--- config.mk ---
export PLATFORM = sky130hd
export DESIGN_NAME = direct_fir_filter
export DESIGN_NICKNAME = d
export VERILOG_FILES = /design/src/rtl/fir_pkg.sv /design/src/rtl/fir_out_sat.sv /design/src/rtl/direct_fir_filter.sv
export SDC_FILE = /design/constraint.sdc
export NUM_CORES = 1
export LEC_CHECK = 0
export ABC_AREA = 1
export CORE_MARGIN = 3
export CORE_UTILIZATION = 35
export DETAILED_ROUTE_END_ITERATION = 12
export HOLD_SLACK_MARGIN = 0.05
export PLACE_DENSITY = 0.58
export SETUP_SLACK_MARGIN = 0.02
export SLEW_MARGIN = 20
export SYNTH_ARGS = -nofsm -noshare
export SYNTH_HDL_FRONTEND = slang
export SYNTH_SLANG_ARGS = --single-unit
--- constraint.sdc ---
create_clock -name clk -period 6.8 [get_ports clk]
set_clock_uncertainty 0.1 [all_clocks]
set_input_delay 1.36 -clock clk [delete_from_list [all_inputs] [get_ports clk]]
set_output_delay 1.36 -clock clk [all_outputs]
set_load 0.01 [all_outputs]
--- src/rtl/fir_pkg.sv ---
// Shared widths, coefficient table and sample/accumulator types for the eight-tap FIR.
// Output clamping instead of wrap is selected by defining FIR_SATURATE_EN.
package fir_pkg;

  localparam int unsigned DATA_W = 32;
  localparam int unsigned COEF_W = 16;
  localparam int unsigned TAPS   = 8;
  localparam int unsigned PROD_W = DATA_W + COEF_W;
  // Room for TAPS full-precision products without intermediate overflow.
  localparam int unsigned ACC_W  = PROD_W + $clog2(TAPS);

  typedef logic signed [DATA_W-1:0] sample_t;
  typedef logic signed [COEF_W-1:0] coef_t;
  typedef logic signed [ACC_W-1:0]  acc_t;

  localparam coef_t COEF [TAPS] = '{
    coef_t'(1), coef_t'(2), coef_t'(3), coef_t'(4),
    coef_t'(4), coef_t'(3), coef_t'(2), coef_t'(1)
  };

endpackage

--- src/rtl/fir_out_sat.sv ---
// Combinational output stage: arithmetic shift, then narrow the accumulator to a sample.
// FIR_SATURATE_EN defined clamps to the sample range; otherwise the low bits wrap.
module fir_out_sat #(
  parameter int unsigned DATA_W = fir_pkg::DATA_W,
  parameter int unsigned ACC_W  = fir_pkg::ACC_W,
  parameter int unsigned SHIFT  = 0
) (
  input  logic signed [ACC_W-1:0]  i_acc,
  output logic signed [DATA_W-1:0] o_sample
);

  logic signed [ACC_W-1:0] w_shifted;

  assign w_shifted = i_acc >>> SHIFT;

`ifdef FIR_SATURATE_EN
  logic [ACC_W-DATA_W:0] w_hi;
  logic                  w_in_range;

  // In range exactly when every bit above the sample's sign bit copies it.
  assign w_hi       = w_shifted[ACC_W-1:DATA_W-1];
  assign w_in_range = (&w_hi) | ~(|w_hi);

  always_comb begin
    o_sample = w_shifted[DATA_W-1:0];
    if (!w_in_range) begin
      if (w_shifted[ACC_W-1]) begin
        o_sample = {1'b1, {(DATA_W-1){1'b0}}};
      end else begin
        o_sample = {1'b0, {(DATA_W-1){1'b1}}};
      end
    end
  end
`else
  logic w_unused_hi;

  assign w_unused_hi = ^w_shifted[ACC_W-1:DATA_W];
  assign o_sample    = w_shifted[DATA_W-1:0];
`endif

endmodule

--- src/rtl/direct_fir_filter.sv ---
// Direct-form FIR: delay line, full-precision multiply-accumulate, registered output.
// Define FIR_SATURATE_EN to clamp the output instead of wrapping on overflow.
module direct_fir_filter #(
  parameter int unsigned DATA_W = fir_pkg::DATA_W,
  parameter int unsigned COEF_W = fir_pkg::COEF_W,
  parameter int unsigned TAPS   = fir_pkg::TAPS,
  parameter int unsigned SHIFT  = 0
) (
  input  logic                     clk,
  input  logic                     reset,
  input  logic signed [DATA_W-1:0] x_in,
  output logic signed [DATA_W-1:0] y_out
);

  import fir_pkg::*;

  localparam int unsigned PW = DATA_W + COEF_W;
  localparam int unsigned AW = PW + $clog2(TAPS);

  logic signed [DATA_W-1:0] r_dly [TAPS-1];
  logic signed [DATA_W-1:0] r_y;
  logic signed [DATA_W-1:0] w_taps [TAPS];
  logic signed [PW-1:0]     w_prod [TAPS];
  logic signed [AW-1:0]     w_acc;
  logic signed [DATA_W-1:0] w_y;

  // Tap 0 is the live input so the new sample reaches y_out after one edge.
  always_comb begin
    w_taps[0] = x_in;
    for (int k = 1; k < TAPS; k++) begin
      w_taps[k] = r_dly[k-1];
    end
  end

  always_comb begin
    for (int k = 0; k < TAPS; k++) begin
      w_prod[k] = PW'(w_taps[k]) * PW'(COEF[k]);
    end
  end

  always_comb begin
    w_acc = '0;
    for (int k = 0; k < TAPS; k++) begin
      w_acc = w_acc + AW'(w_prod[k]);
    end
  end

  fir_out_sat #(
    .DATA_W (DATA_W),
    .ACC_W  (AW),
    .SHIFT  (SHIFT)
  ) u_out_sat (
    .i_acc    (w_acc),
    .o_sample (w_y)
  );

  always_ff @(posedge clk) begin
    if (!reset) begin
      for (int k = 0; k < TAPS - 1; k++) begin
        r_dly[k] <= '0;
      end
      r_y <= '0;
    end else begin
      r_dly[0] <= x_in;
      for (int k = 1; k < TAPS - 1; k++) begin
        r_dly[k] <= r_dly[k-1];
      end
      r_y <= w_y;
    end
  end

  assign y_out = r_y;

endmodule

==> results.toml <==
[route]
wl_per_cell_um = 12.2
drt_first_iter_violations = 426
ant_nets = 0
routed_wl_um = 29100
drt-pass1-iter-count = 5
route.detailed.vias_per_inst = 4.09
vias = 9774
drc = 0

[floorplanning]
die_h_um = 217
io_pins = 66
initial_utilization_pct = 35.8
die_w_um = 217
rows = 76
dieArea_mm2 = 0.0470
core_mm2 = 0.0435

[final_layout]
fin_cells = 2387
num_antenna_cells = 0
final_cell_mix = "530 x inv_1, 362 x nand2_1, 256 x dfxtp_1"
nets = 2143
drive_gt1_share_pct = 4.00
mostFrequentLayoutCell = "inv_1"
area.growth.synth_to_final_pct = 14.9

[logic_synthesis]
synth_cell_types = 35
synth-edff-count = 0
syn_inst = 1709
synthesis.nets = 2072
synth_seq_area_share_pct = 33.0
synth_area_mm2 = 0.0156
synthArstFlopShare_pct = 0
synth_top_flop_cell = "dfxtp_1"
syn_avg_cell_area_um2 = 9.10
yosys_warnings = 0
synth_seq_cells = 256

[cts]
tritoncts = "yes"
h-tree-depth = 1
clk_transition_reported_paths_ns = 0.06
root_buffer = "clkbuf_16"
hold_buffers = 0
cts_resized = 0
clock_latency_ns = 0.57
cts_buffers = 30
clk_path_buf_depth = 3
clock_sinks = 256
cts_setup_buffers = 0

[grt]
gr-total-overflow = 0
antenna_found_initial = 0
grt_pass1_vias = 10600
grt_use_total_pct = 13.2
grt_pass1_wl_um = 51200
grt_max_degree = 99

[timing]
slew_violations = 0
slew_headroom_pct = 35.2
final.setup.tns_ns = 0
final.min_clock_period_ns = 5.79
post-route-period-util_pct = 85.1
hold_violations = 0
fmax_mhz = 173
worst_pin_slew_ns = 0.972
rsz0062_at_grt = "no"
finalSetupViolCount = 0

[flow_run]
max_cap_viol_count = 0

[critical_path]
r2r_cells = 18
crit_fanout = 4
arrival_ns = 6.19
end_kind = "register"
worstReg2RegStart = "r_dly[6][3]"
worstSetupPathType = "input port to register"
critPathLaunchType = "input port"
reg2reg_to = "y_out[19]"
r2r_slack_ns = 2.00
required_ns = 7.20

[min_path]
worstHoldEndpoint = "r_dly[4][30]"
hold_depth = 2
hold_class = "register to register"
hold_path.startpoint = "r_dly[3][30]"

[placed_design]
place.gp.congestion = 0.852
hpwl_um = 23200
placed_cells = 2333
port_buffers = 65

[power]
powerDensity_mw_per_mm2 = 271
vdd.ir_drop.worst_mv = 0.175
leakage_uw = 0.0103

[run_status]
outcome = "completed"
[synthesized netlist by cell type (all sizes together), types with 2 or more instances]
cell    count  area (um^2)
inv       532         2000
nand2     367         1390
dfxtp     256         5120
fa        234         4680
ha         95         1190
nor2       63          251
a21oi      46          241
o21ai      31          163
nand3      22          110
clkbuf     21         78.8
buf         7         35.0
o21a        7         52.6
xnor2       5         43.8
nor3        4         31.3
o21bai      4         33.8
nand4       3         18.8
a21boi      2         18.8
nand3b      2         15.0
nor4        2         25.0
o211ai      2         20.0
[where the power goes]
part	leakage [uW]	total, uW	internal, uW	switching (uW)
Combinational	0.00767	1470	598	872
Clock	0.000489	1650	1010	638
Sequential	0.00209	1720	1620	98.2
Total	0.0103	4840	3230	1610
[final cells by class]
class,instances,area [um^2]
tap,585,732
multi-input combinational,893,8320
sequential,256,5120
inverter,532,2000
clock buffer,41,843
fill,4261,25600
clock inverter,13,179
timing repair buffer,67,669
[worst max-delay path, stage by stage]
cell             delay (ns)
clkdlybuf4s50_1        0.45
fa_1                   0.55
inv_1                  0.06
fa_1                   0.50
inv_1                  0.06
fa_1                   0.50
fa_1                   0.49
inv_1                  0.05
fa_1                   0.47
inv_1                  0.04
ha_1                   0.20
fa_1                   0.48
nand3_1                0.12
nand2_1                0.12
nand3_1                0.09
nand3_1                0.15
a21oi_1                0.26
o21ai_1                0.09
a21oi_1                0.14
[kinds of logic (layout without fill, tap and decap cells)]
family | Yosys count | in the layout | synth area share (%)
compound gates | 93 | 93 | 3.44
fa+ha+maj | 329 | 329 | 37.8
xor+xnor | 6 | 6 | 0.338
simple gates | 465 | 465 | 11.9
buf+inv | 560 | 653 | 13.6
flops | 256 | 256 | 33.0
[through the flow]
step           power [uW]  worst slack, ns  hold WS, ns  util, %  area [um^2]
2_1_floorplan        2700             1.24        0.290        -        15600
3_3_place_gp         3240            0.450        0.294     38.8        16800
3_5_place_dp         3240            0.443        0.299     38.8        16800
4_1_cts              4940             1.03        0.313     41.1        17900
5_1_grt              5200            0.694        0.334     41.1        17900
6_report             4840             1.01        0.309     41.1        17900
[sequential cells by signal (all words and copies together), names as in the netlist]
| signal | flops |
|---|---|
| r_dly | 224 |
| y_out | 32 |
[routing by layer]
layer | global-route usage, % | share of wire, % | vias to the layer above
li1 | - | - | 4999
met2 | 22.1 | 47 | 130
met4 | 4.11 | 2.7 | 0
met5 | 0 | 0 | -
met3 | 1.84 | 3.3 | 53
met1 | 17.7 | 47 | 4592
[how the worst max path moves through the flow]
stage	startpoint	to	slack [ns]	cells past startpoint
floorplan	x_in[3]	y_out[21]	1.24	19
global placement	x_in[3]	y_out[27]	0.45	21
detailed placement	x_in[3]	y_out[19]	0.44	19
CTS	x_in[3]	y_out[19]	1.03	19
global route	x_in[14]	y_out[24]	0.69	17
finish	x_in[3]	y_out[19]	1.01	19
Note: power is estimated with default switching activity, not from simulation.
